[src/rtl/syn_seq_if.sv]
`default_nettype none
// +-----------------------------------------------------------------------+
// | syn_seq_if : control/config/datapath-select bundle for syn_seq        |
// | Rev 1.0                                                               |
// +-----------------------------------------------------------------------+
interface syn_seq_if #(
  parameter int ADDR_DMEM  = 8,
  parameter int ADDR_CMEM  = 6,
  parameter int CONF_WIDTH = 24,
  parameter int ITER_WIDTH = 8
);
  logic                  cfg_we;
  logic [ADDR_CMEM-1:0]  cfg_waddr;
  logic [CONF_WIDTH-1:0] cfg_wdata;
  logic                  start;
  logic [ADDR_CMEM-1:0]  cfg_base;
  logic [ITER_WIDTH-1:0] n_iter;
  logic [ADDR_DMEM-1:0]  r_base;
  logic [ADDR_DMEM-1:0]  w_base;
  logic                  busy;
  logic                  done;
  logic [1:0]            sel_m_mux1;
  logic [1:0]            sel_m_mux2;
  logic                  sel_a_mux1;
  logic [1:0]            sel_a_mux2;
  logic                  sel_a1;
  logic                  sel_a2;
  logic [1:0]            sel_v_line;
  logic [1:0]            sel_h_line;
  logic [1:0]            sel_ram_i;
  logic                  we_ram;
  logic [ADDR_DMEM-1:0]  r_addr;
  logic [ADDR_DMEM-1:0]  w_addr;

  modport master (
    output cfg_we, cfg_waddr, cfg_wdata, start, cfg_base, n_iter, r_base, w_base,
    input  busy, done, sel_m_mux1, sel_m_mux2, sel_a_mux1, sel_a_mux2, sel_a1,
           sel_a2, sel_v_line, sel_h_line, sel_ram_i, we_ram, r_addr, w_addr
  );

  modport slave (
    input  cfg_we, cfg_waddr, cfg_wdata, start, cfg_base, n_iter, r_base, w_base,
    output busy, done, sel_m_mux1, sel_m_mux2, sel_a_mux1, sel_a_mux2, sel_a1,
           sel_a2, sel_v_line, sel_h_line, sel_ram_i, we_ram, r_addr, w_addr
  );
endinterface
`default_nettype wire

[src/rtl/syn_seq.sv]
`default_nettype none
// +-----------------------------------------------------------------------+
// | syn_seq : CMEM-driven micro-sequencer for one synapse datapath tile   |
// | Rev 1.0                                                               |
// +-----------------------------------------------------------------------+
module syn_seq #(
  parameter int ADDR_DMEM  = 8,
  parameter int ADDR_CMEM  = 6,
  parameter int CONF_WIDTH = 24,
  parameter int ITER_WIDTH = 8,
  parameter int WR_LAT     = 2
) (
  input  logic      clk,
  input  logic      rst,
  syn_seq_if.slave  bus
);

  localparam int DW = (WR_LAT > 1) ? $clog2(WR_LAT) : 1;
  localparam int PW = 3 + ADDR_DMEM;

  typedef enum logic [2:0] {
    IDLE  = 3'd0,
    FETCH = 3'd1,
    EXEC  = 3'd2,
    DRAIN = 3'd3,
    DONE  = 3'd4
  } state_t;

  state_t                state, state_nx;
  logic [CONF_WIDTH-1:0] cmem [(1 << ADDR_CMEM)];
  logic [CONF_WIDTH-1:0] word;
  logic [ADDR_CMEM-1:0]  pc;
  logic [ADDR_CMEM-1:0]  base;
  logic [ADDR_DMEM-1:0]  r_cnt;
  logic [ADDR_DMEM-1:0]  w_cnt;
  logic [ITER_WIDTH-1:0] iter;
  logic [DW-1:0]         drain_cnt;
  logic [PW-1:0]         wpipe [WR_LAT];
  logic                  exec_op;
  logic                  unused_rsvd;

  assign exec_op     = (state == EXEC);
  assign unused_rsvd = ^word[CONF_WIDTH-1:19];

  always_ff @(posedge clk) begin
    if (bus.cfg_we && (state == IDLE)) begin
      cmem[bus.cfg_waddr] <= bus.cfg_wdata;
    end
  end

  always_ff @(posedge clk or posedge rst) begin
    if (rst) state <= IDLE;
    else     state <= state_nx;
  end

  always_comb begin
    state_nx       = state;
    bus.busy       = (state != IDLE);
    bus.done       = (state == DONE);
    bus.sel_m_mux1 = 2'b0;
    bus.sel_m_mux2 = 2'b0;
    bus.sel_a_mux1 = 1'b0;
    bus.sel_a_mux2 = 2'b0;
    bus.sel_a1     = 1'b0;
    bus.sel_a2     = 1'b0;
    bus.sel_v_line = 2'b0;
    bus.sel_h_line = 2'b0;
    bus.r_addr     = '0;
    case (state)
      IDLE: begin
        if (bus.start) state_nx = (bus.n_iter == '0) ? DONE : FETCH;
      end
      FETCH: state_nx = EXEC;
      EXEC: begin
        bus.sel_m_mux1 = word[1:0];
        bus.sel_m_mux2 = word[3:2];
        bus.sel_a_mux1 = word[4];
        bus.sel_a_mux2 = word[6:5];
        bus.sel_a1     = word[7];
        bus.sel_a2     = word[8];
        bus.sel_v_line = word[10:9];
        bus.sel_h_line = word[12:11];
        bus.r_addr     = r_cnt;
        if (word[18]) state_nx = (iter > ITER_WIDTH'(1)) ? FETCH : DRAIN;
      end
      DRAIN: begin
        if (drain_cnt == DW'(WR_LAT - 1)) state_nx = DONE;
      end
      DONE:    state_nx = IDLE;
      default: state_nx = IDLE;
    endcase
  end

  always_ff @(posedge clk or posedge rst) begin
    if (rst) begin
      word      <= '0;
      pc        <= '0;
      base      <= '0;
      r_cnt     <= '0;
      w_cnt     <= '0;
      iter      <= '0;
      drain_cnt <= '0;
    end else begin
      case (state)
        IDLE: begin
          if (bus.start) begin
            pc    <= bus.cfg_base;
            base  <= bus.cfg_base;
            r_cnt <= bus.r_base;
            w_cnt <= bus.w_base;
            iter  <= bus.n_iter;
          end
        end
        FETCH: begin
          word <= cmem[pc];
          pc   <= pc + 1'b1;
        end
        EXEC: begin
          drain_cnt <= '0;
          if (word[16]) r_cnt <= r_cnt + 1'b1;
          if (word[17]) w_cnt <= w_cnt + 1'b1;
          // The LAST word restarts the body via FETCH, costing one bubble per loop.
          if (word[18]) begin
            if (iter > ITER_WIDTH'(1)) begin
              iter <= iter - 1'b1;
              pc   <= base;
            end
          end else begin
            word <= cmem[pc];
            pc   <= pc + 1'b1;
          end
        end
        DRAIN:   drain_cnt <= drain_cnt + 1'b1;
        default: ;
      endcase
    end
  end

  // Write side trails issue by WR_LAT cycles to line up with the arithmetic pipeline.
  always_ff @(posedge clk or posedge rst) begin
    if (rst) begin
      for (int i = 0; i < WR_LAT; i++) wpipe[i] <= '0;
    end else begin
      wpipe[0] <= exec_op ? {word[15], word[14:13], w_cnt} : '0;
      for (int i = 1; i < WR_LAT; i++) wpipe[i] <= wpipe[i-1];
    end
  end

  assign bus.we_ram    = wpipe[WR_LAT-1][PW-1];
  assign bus.sel_ram_i = wpipe[WR_LAT-1][PW-2:PW-3];
  assign bus.w_addr    = wpipe[WR_LAT-1][ADDR_DMEM-1:0];

endmodule
`default_nettype wire

[src/flat_wrapper.sv]
// flat-port wrapper written by rule: the top's interface ports become plain ports
module syn_seq_flat 
#(
  parameter int ADDR_DMEM  = 8,
  parameter int ADDR_CMEM  = 6,
  parameter int CONF_WIDTH = 24,
  parameter int ITER_WIDTH = 8,
  parameter int WR_LAT     = 2
)
  (clk, rst, bus_cfg_we, bus_cfg_waddr, bus_cfg_wdata, bus_start, bus_cfg_base, bus_n_iter, bus_r_base, bus_w_base, bus_busy, bus_done, bus_sel_m_mux1, bus_sel_m_mux2, bus_sel_a_mux1, bus_sel_a_mux2, bus_sel_a1, bus_sel_a2, bus_sel_v_line, bus_sel_h_line, bus_sel_ram_i, bus_we_ram, bus_r_addr, bus_w_addr);
  syn_seq_if #(.ADDR_DMEM(ADDR_DMEM), .ADDR_CMEM(ADDR_CMEM), .CONF_WIDTH(CONF_WIDTH), .ITER_WIDTH(ITER_WIDTH)) bus_i ();
  input  logic clk;
  input  logic rst;
  input wire logic [$bits(bus_i.cfg_we)-1:0] bus_cfg_we;
  input wire logic [$bits(bus_i.cfg_waddr)-1:0] bus_cfg_waddr;
  input wire logic [$bits(bus_i.cfg_wdata)-1:0] bus_cfg_wdata;
  input wire logic [$bits(bus_i.start)-1:0] bus_start;
  input wire logic [$bits(bus_i.cfg_base)-1:0] bus_cfg_base;
  input wire logic [$bits(bus_i.n_iter)-1:0] bus_n_iter;
  input wire logic [$bits(bus_i.r_base)-1:0] bus_r_base;
  input wire logic [$bits(bus_i.w_base)-1:0] bus_w_base;
  output wire logic [$bits(bus_i.busy)-1:0] bus_busy;
  output wire logic [$bits(bus_i.done)-1:0] bus_done;
  output wire logic [$bits(bus_i.sel_m_mux1)-1:0] bus_sel_m_mux1;
  output wire logic [$bits(bus_i.sel_m_mux2)-1:0] bus_sel_m_mux2;
  output wire logic [$bits(bus_i.sel_a_mux1)-1:0] bus_sel_a_mux1;
  output wire logic [$bits(bus_i.sel_a_mux2)-1:0] bus_sel_a_mux2;
  output wire logic [$bits(bus_i.sel_a1)-1:0] bus_sel_a1;
  output wire logic [$bits(bus_i.sel_a2)-1:0] bus_sel_a2;
  output wire logic [$bits(bus_i.sel_v_line)-1:0] bus_sel_v_line;
  output wire logic [$bits(bus_i.sel_h_line)-1:0] bus_sel_h_line;
  output wire logic [$bits(bus_i.sel_ram_i)-1:0] bus_sel_ram_i;
  output wire logic [$bits(bus_i.we_ram)-1:0] bus_we_ram;
  output wire logic [$bits(bus_i.r_addr)-1:0] bus_r_addr;
  output wire logic [$bits(bus_i.w_addr)-1:0] bus_w_addr;
  assign bus_i.cfg_we = bus_cfg_we;
  assign bus_i.cfg_waddr = bus_cfg_waddr;
  assign bus_i.cfg_wdata = bus_cfg_wdata;
  assign bus_i.start = bus_start;
  assign bus_i.cfg_base = bus_cfg_base;
  assign bus_i.n_iter = bus_n_iter;
  assign bus_i.r_base = bus_r_base;
  assign bus_i.w_base = bus_w_base;
  assign bus_busy = bus_i.busy;
  assign bus_done = bus_i.done;
  assign bus_sel_m_mux1 = bus_i.sel_m_mux1;
  assign bus_sel_m_mux2 = bus_i.sel_m_mux2;
  assign bus_sel_a_mux1 = bus_i.sel_a_mux1;
  assign bus_sel_a_mux2 = bus_i.sel_a_mux2;
  assign bus_sel_a1 = bus_i.sel_a1;
  assign bus_sel_a2 = bus_i.sel_a2;
  assign bus_sel_v_line = bus_i.sel_v_line;
  assign bus_sel_h_line = bus_i.sel_h_line;
  assign bus_sel_ram_i = bus_i.sel_ram_i;
  assign bus_we_ram = bus_i.we_ram;
  assign bus_r_addr = bus_i.r_addr;
  assign bus_w_addr = bus_i.w_addr;
  syn_seq #(.ADDR_DMEM(ADDR_DMEM), .ADDR_CMEM(ADDR_CMEM), .CONF_WIDTH(CONF_WIDTH), .ITER_WIDTH(ITER_WIDTH), .WR_LAT(WR_LAT)) u_core (.clk(clk), .rst(rst), .bus(bus_i));
endmodule
[config.mk]
export PLATFORM = sky130hd
export DESIGN_NAME = syn_seq_flat
export DESIGN_NICKNAME = d
export VERILOG_FILES = /design/src/rtl/syn_seq_if.sv /design/src/rtl/syn_seq.sv /design/src/flat_wrapper.sv
export SDC_FILE = /design/constraint.sdc
export NUM_CORES = 1
export LEC_CHECK = 0
export BUFFER_PORTS_ARGS = -buffer_cell sky130_fd_sc_hd__buf_4
export CAP_MARGIN = 20
export CORE_MARGIN = 4
export CORE_UTILIZATION = 40
export DETAILED_ROUTE_END_ITERATION = 8
export GPL_ROUTABILITY_DRIVEN = 0
export GPL_TIMING_DRIVEN = 0
export PLACE_DENSITY = 0.53
export SKIP_CTS_REPAIR_TIMING = 1
export SYNTH_ARGS = -nofsm -noshare
export SYNTH_HDL_FRONTEND = slang
export SYNTH_SLANG_ARGS = --single-unit
[constraint.sdc]
create_clock -name clk -period 5.2 [get_ports clk]
set_input_delay 0.78 -clock clk [delete_from_list [all_inputs] [get_ports clk]]
set_output_delay 0.78 -clock clk [all_outputs]
set_load 0.05 [all_outputs]
# --- After elaboration in Yosys (flattened, before gate mapping) ---
# Memory sizes are Yosys's and may differ from the RTL's.
# Index checks and enable logic that the tools add are counted.
word_totals:
  mem_count: 1
  output_inout_bits: 34
  reg_bits: 81
  ramBits: 1536
  word_cells: 80
  inputBits: 64
op_classes:
  n_eq_ne: 12
  muxes: 35
  magnitude_cmp: 1
  add_sub_neg: 5
  reduce_logical: 15
mem_list:
  columns: ["memory", "depth", "width", "rd", "rd_clocked_by_memory_dff", "wr", "line_no", "rtl"]
  rows:
  - ["u_core.cmem", 64, 24, 1, 0, 1, "syn_seq.sv:30", "logic [CONF_WIDTH-1:0] cmem [(1 << ADDR_CMEM)];"]
op_table:
  columns: ["operator", "count"]
  rows:
  - ["2-to-1 mux 8 bit", 8]
  - ["one-hot mux 8 bit (2 select lines)", 3]
  - ["one-hot mux 19 bit (2 select lines)", 1]
  - ["2-to-1 mux 19 bit", 1]
  - ["2-to-1 mux 6 bit", 3]
  - ["one-hot mux 6 bit (3 select lines)", 1]
  - ["adder 8 x 1 -> 8 bit (second input constant)", 2]
  - ["2-to-1 mux 2 bit", 6]
  - ["2-to-1 mux 3 bit", 4]
  - ["one-hot mux 3 bit (4 select lines)", 1]
  - ["AND reduction 3 bit", 4]
  - ["2-to-1 mux 11 bit", 1]
  - ["greater-than comparator 8 x 1 -> 1 bit (second input constant)", 1]
  - ["zero test 8 bit", 1]
  - ["!= test 2 x 1 -> 1 bit (second input constant)", 4]
  - ["subtractor 8 x 1 -> 8 bit (second input constant)", 1]
  - ["adder 6 x 1 -> 6 bit (second input constant)", 1]
  - ["== test 3 x 2 -> 1 bit (second input constant)", 2]
  - ["!= test 2 bit (second input constant)", 3]
  - ["nonzero test 2 bit", 3]
  - ["nonzero test 3 bit", 2]
  - ["2-to-1 mux 1 bit", 5]
  - ["AND reduction 2 bit", 2]
  - ["AND reduction 4 bit", 1]
  - ["other kinds (7)", 7]

# --- Logic depth before layout (Yosys ltp) ---
logic_depth:
  ltp_word: 4
  mapped_depth: 10
  mapped_depth_nobuf: 7

# --- Least setup slack after synthesis ---
# No wires, ideal clock.
synth_path:
  path_type: "register to output"
  startpoint: "register u_core.state[1]"
  endpoint: "output bus_done"
  stages_incl_launch_ff: 5
  arrival_ps: 2067
  n_path_buf: 3
  slack_ps: 2353
  cell_sequence: "dfrtp_1 > buf_2 > clkbuf_1 > clkbuf_1 > nor3b_1"
synth_between:
  elab_chain_cells: 1
synth_rtl:
  columns: ["item", "line_no", "rtl"]
  rows:
  - ["from (decl)", "syn_seq.sv:29", "state_t state, state_nx;"]
  - ["from (signal assigned)", "syn_seq.sv:53", "else state <= state_nx;"]
  - ["== test 3 bit", "syn_seq.sv:59", "bus.done = (state == DONE);"]
  - ["to (decl)", "flat_wrapper.sv:23", "output wire logic [$bits(bus_i.done)-1:0] bus_done;"]
# No other way between the ends.

# --- Worst setup path in the final report ---
layout_path:
  startpoint: "register u_core.state[2]"
  endpoint: "output bus_sel_a_mux2[0]"
layout_between:
  elab_chain_cells: 2
layout_rtl:
  columns: ["item", "line_no", "rtl"]
  rows:
  - ["== test 3 x 2 -> 1 bit", "syn_seq.sv:69", "case (state)"]
  - ["2-to-1 mux 2 bit", "syn_seq.sv:69", null]
  - ["to (decl)", "flat_wrapper.sv:27", "output wire logic [$bits(bus_i.sel_a_mux2)-1:0] bus_sel_a_mux2;"]
# No other way between the ends.

==> flow_summary.ini <==
[route]
dr.pass1.iters = 5
wl_met2_mm = 68.2
top_layer = met5
via_per_inst = 5.71
wl_met3_mm = 10.8
drtIter0Drc = 2824
ant_nets = 0
avgRoutedWirePerCell_um = 30.4
wl_mm = 141
m1WireLength_mm = 58.1
vias = 26600
remaining_drc_errors = 0

[floorplan]
die_h_um = 364
die_w_um = 364
rows = 130
ioPinCount = 98
core-area_um2 = 126000
initial_utilization = 0.403
die_area_um2 = 133000

[global_route]
grt_max_degree = 68
track_usage = 0.213
overflow = 0
grt_pass1_vias = 27300
antenna_found_initial = 12
grt_pass1_wl_mm = 200

[sta]
setup_viol = 0
rsz0062_at_grt = false
finalClockSkew_ns = 0.0397
relSlewSlack = 0.148
slew_violations = 0
max_freq_mhz = 216
worstMarginPinSlew_ns = 1.27
period_minus_slack_ns = 4.63
fin_crit_sh = 0.890
totalNegativeSetupSlack_ns = 0
hold_viol = 0

[worst_setup_path]
path_buf_inv = 4
slowest_delay_ns = 0.88
crit_family = buffers and inverters
critPathLaunchType = flip-flop
path_max_fanout = 10
r2r_slack_ns = 0.94
path_class = reg -> out
crit_end = bus_sel_a_mux2[0]
cp_slowest_cell = clkbuf_1
path_cells = clkbuf_1, nor3b_1, clkbuf_1, clkbuf_1, and2_1, buf_4
startpoint = u_core.state[2]$_DFFE_PP0P_
rr_startpoint = u_core.state[0]$_DFFE_PP0P_
r2r-end = u_core.cmem[46][16]$_DFFE_PP_
cp_num_cells = 6
required_ns = 4.42
end_kind = output port
cp.arrival_ns = 3.85
crit_path_frequent_cell = clkbuf_1
r2r_cells = 7

[cts]
cts-buffers-inserted = 140
root_buffer = clkbuf_16
htreeDepth = 4
numClockSinks = 1297
path_clk_slew_ns = 0.06
clock_latency_ns = 0.77
clockBufferDepth = 3
cts_tree = done

[logic_synthesis]
yosysTopAreaCellShare = 0.720
synth.distinct_cells = 57
synth_common_cells = edfxtp_1 (1216), mux4_2 (228), mux2_2 (212)
synth-seq-area-share = 0.760
avgSynthCellArea_um2 = 19.5
syn_inst = 2604
netlist_area_um2 = 50700
post-synth-top-count-cell = edfxtp_1
synth_top_area_cell = edfxtp_1
synth_top_cells_by_area = edfxtp_1 (72%), mux4_2 (10%), mux2_2 (4.7%), dfrtp_1 (4.0%), o22ai_1 (1.5%)
synth_seq_cells = 1297
async_flop_share = 0.0625
synthFlopType = edfxtp_1
synthesis.nets = 2673
yosys_warnings = 0
synth_edf_count = 1216

[place]
port_buffers = 89
dp_hpwl_mm = 92.5
dp_cells = 4399

[layout]
stdcell_count = 4661
fin_nets = 2966
final_util = 0.471
syn2layout_area_growth_pct = 16.8
drive_above_1_share = 0.306

[worst_hold_path]
hp-class = in -> reg
worst_hold_path.num_cells = 2

[run_status]
status = completed

[power_and_ir_drop]
power.share.sequential = 0.389
pwr-share-clk = 0.313
switchingPower_mw = 10.1
leakage_nw = 18.9
power_density_nw_per_um2 = 522
combPwrFrac = 0.298
max-vdd-ir-drop_v = 0.000393
switching_share = 0.326
power.internal_mw = 20.8

[run]
maxCapViolCount = 0
worst reg2reg max path: cells and delay by family (launching register included):
kind | cells | cell delay (ns)
flip-flops | 1 | 0.41
buffers and inverters | 2 | 0.47
AND/OR/NAND/NOR | 5 | 3.05
layout make-up:
type,instances,area [um^2]
antenna,7,17.5
multi-input combinational,1135,11600
buffer,155,728
fill,10500,66500
tap,1650,2060
timing repair buffer,151,1790
clock buffer,184,3800
clock inverter,65,639
sequential,1297,38500
inverter,17,66.3
registers in the layout (all words and copies together) (netlist names):
signal,flops
u_core.cmem,1216
u_core.bus.sel_ram_i,2
u_core.bus.w_addr,8
u_core.wpipe,11
u_core.word,19
u_core.iter,8
u_core.state,3
u_core.r_cnt,8
u_core.w_cnt,8
u_core.bus.we_ram,1
u_core.pc,6
u_core.drain_cnt,1
u_core.base,6
stage by stage:
stage	power (mW)	hold slack [ns]	area [um^2]	worst slack, ns
floorplan	17.9	0.331	50700	2.34
global placement	21.2	0.333	53400	0.386
detailed placement	21.4	0.335	54700	1.13
CTS	31.1	-0.122	59200	0.652
global route	32.0	0.240	59200	0.390
finish	30.9	0.264	59200	0.572
routing by layer:
metal | global-route usage | up-vias
met3 | 0.0569 | 206
met2 | 0.346 | 1018
li1 | - | 11200
met1 | 0.281 | 14200
met5 | 0.00763 | -
met4 | 0.0710 | 4
worst min-delay path by stage:
stage                                          start                           endpoint  slack [ns]
after floorplan           u_core.wpipe[19]$_DFF_PP0_  u_core.bus.sel_ram_i[0]$_DFF_PP0_        0.33
after global placement    u_core.wpipe[20]$_DFF_PP0_  u_core.bus.sel_ram_i[1]$_DFF_PP0_        0.33
after detailed placement  u_core.wpipe[13]$_DFF_PP0_     u_core.bus.w_addr[2]$_DFF_PP0_        0.33
after CTS                                        rst     u_core.bus.w_addr[7]$_DFF_PP0_       -0.12
after global routing                   bus_w_base[0]        u_core.w_cnt[0]$_DFFE_PP0P_        0.24
final                                bus_cfg_base[2]         u_core.base[2]$_DFFE_PP0P_        0.26
cell usage in the layout, fill, tap and decap left out, types with 61 or more instances in the layout:
cell,Yosys,final
nor2_1,125,61
mux4_2,228,228
edfxtp_1,1216,1216
clkbuf_16,0,144
dfrtp_1,81,81
nor3_1,61,61
mux2_2,212,212
nand2_1,79,79
buf_4,19,108
clkbuf_1,70,105
o22ai_1,118,118
kinds of logic (layout without fill, tap and decap cells):
family	Yosys count	in the layout	synth area share
other	0	7	0
AO/OA/AOI/OAI	299	299	0.0374
multiplexers	446	446	0.150
adder cells (fa/ha/maj)	5	5	0.00123
AND/OR/NAND/NOR	385	385	0.0360
buffers and inverters	172	572	0.0156
flip-flops	1297	1297	0.760
power groups by stage:
stage	Sequential, mW	Clock (mW)	Combinational [mW]
after global placement	12.2	0	9.02
final	12.0	9.67	9.21
after CTS	12.0	9.85	9.21
after global routing	12.0	10.3	9.65
after detailed placement	12.2	0	9.17
after floorplan	12.1	0	5.77
No activity file was read; power rests on OpenSTA's default activity.
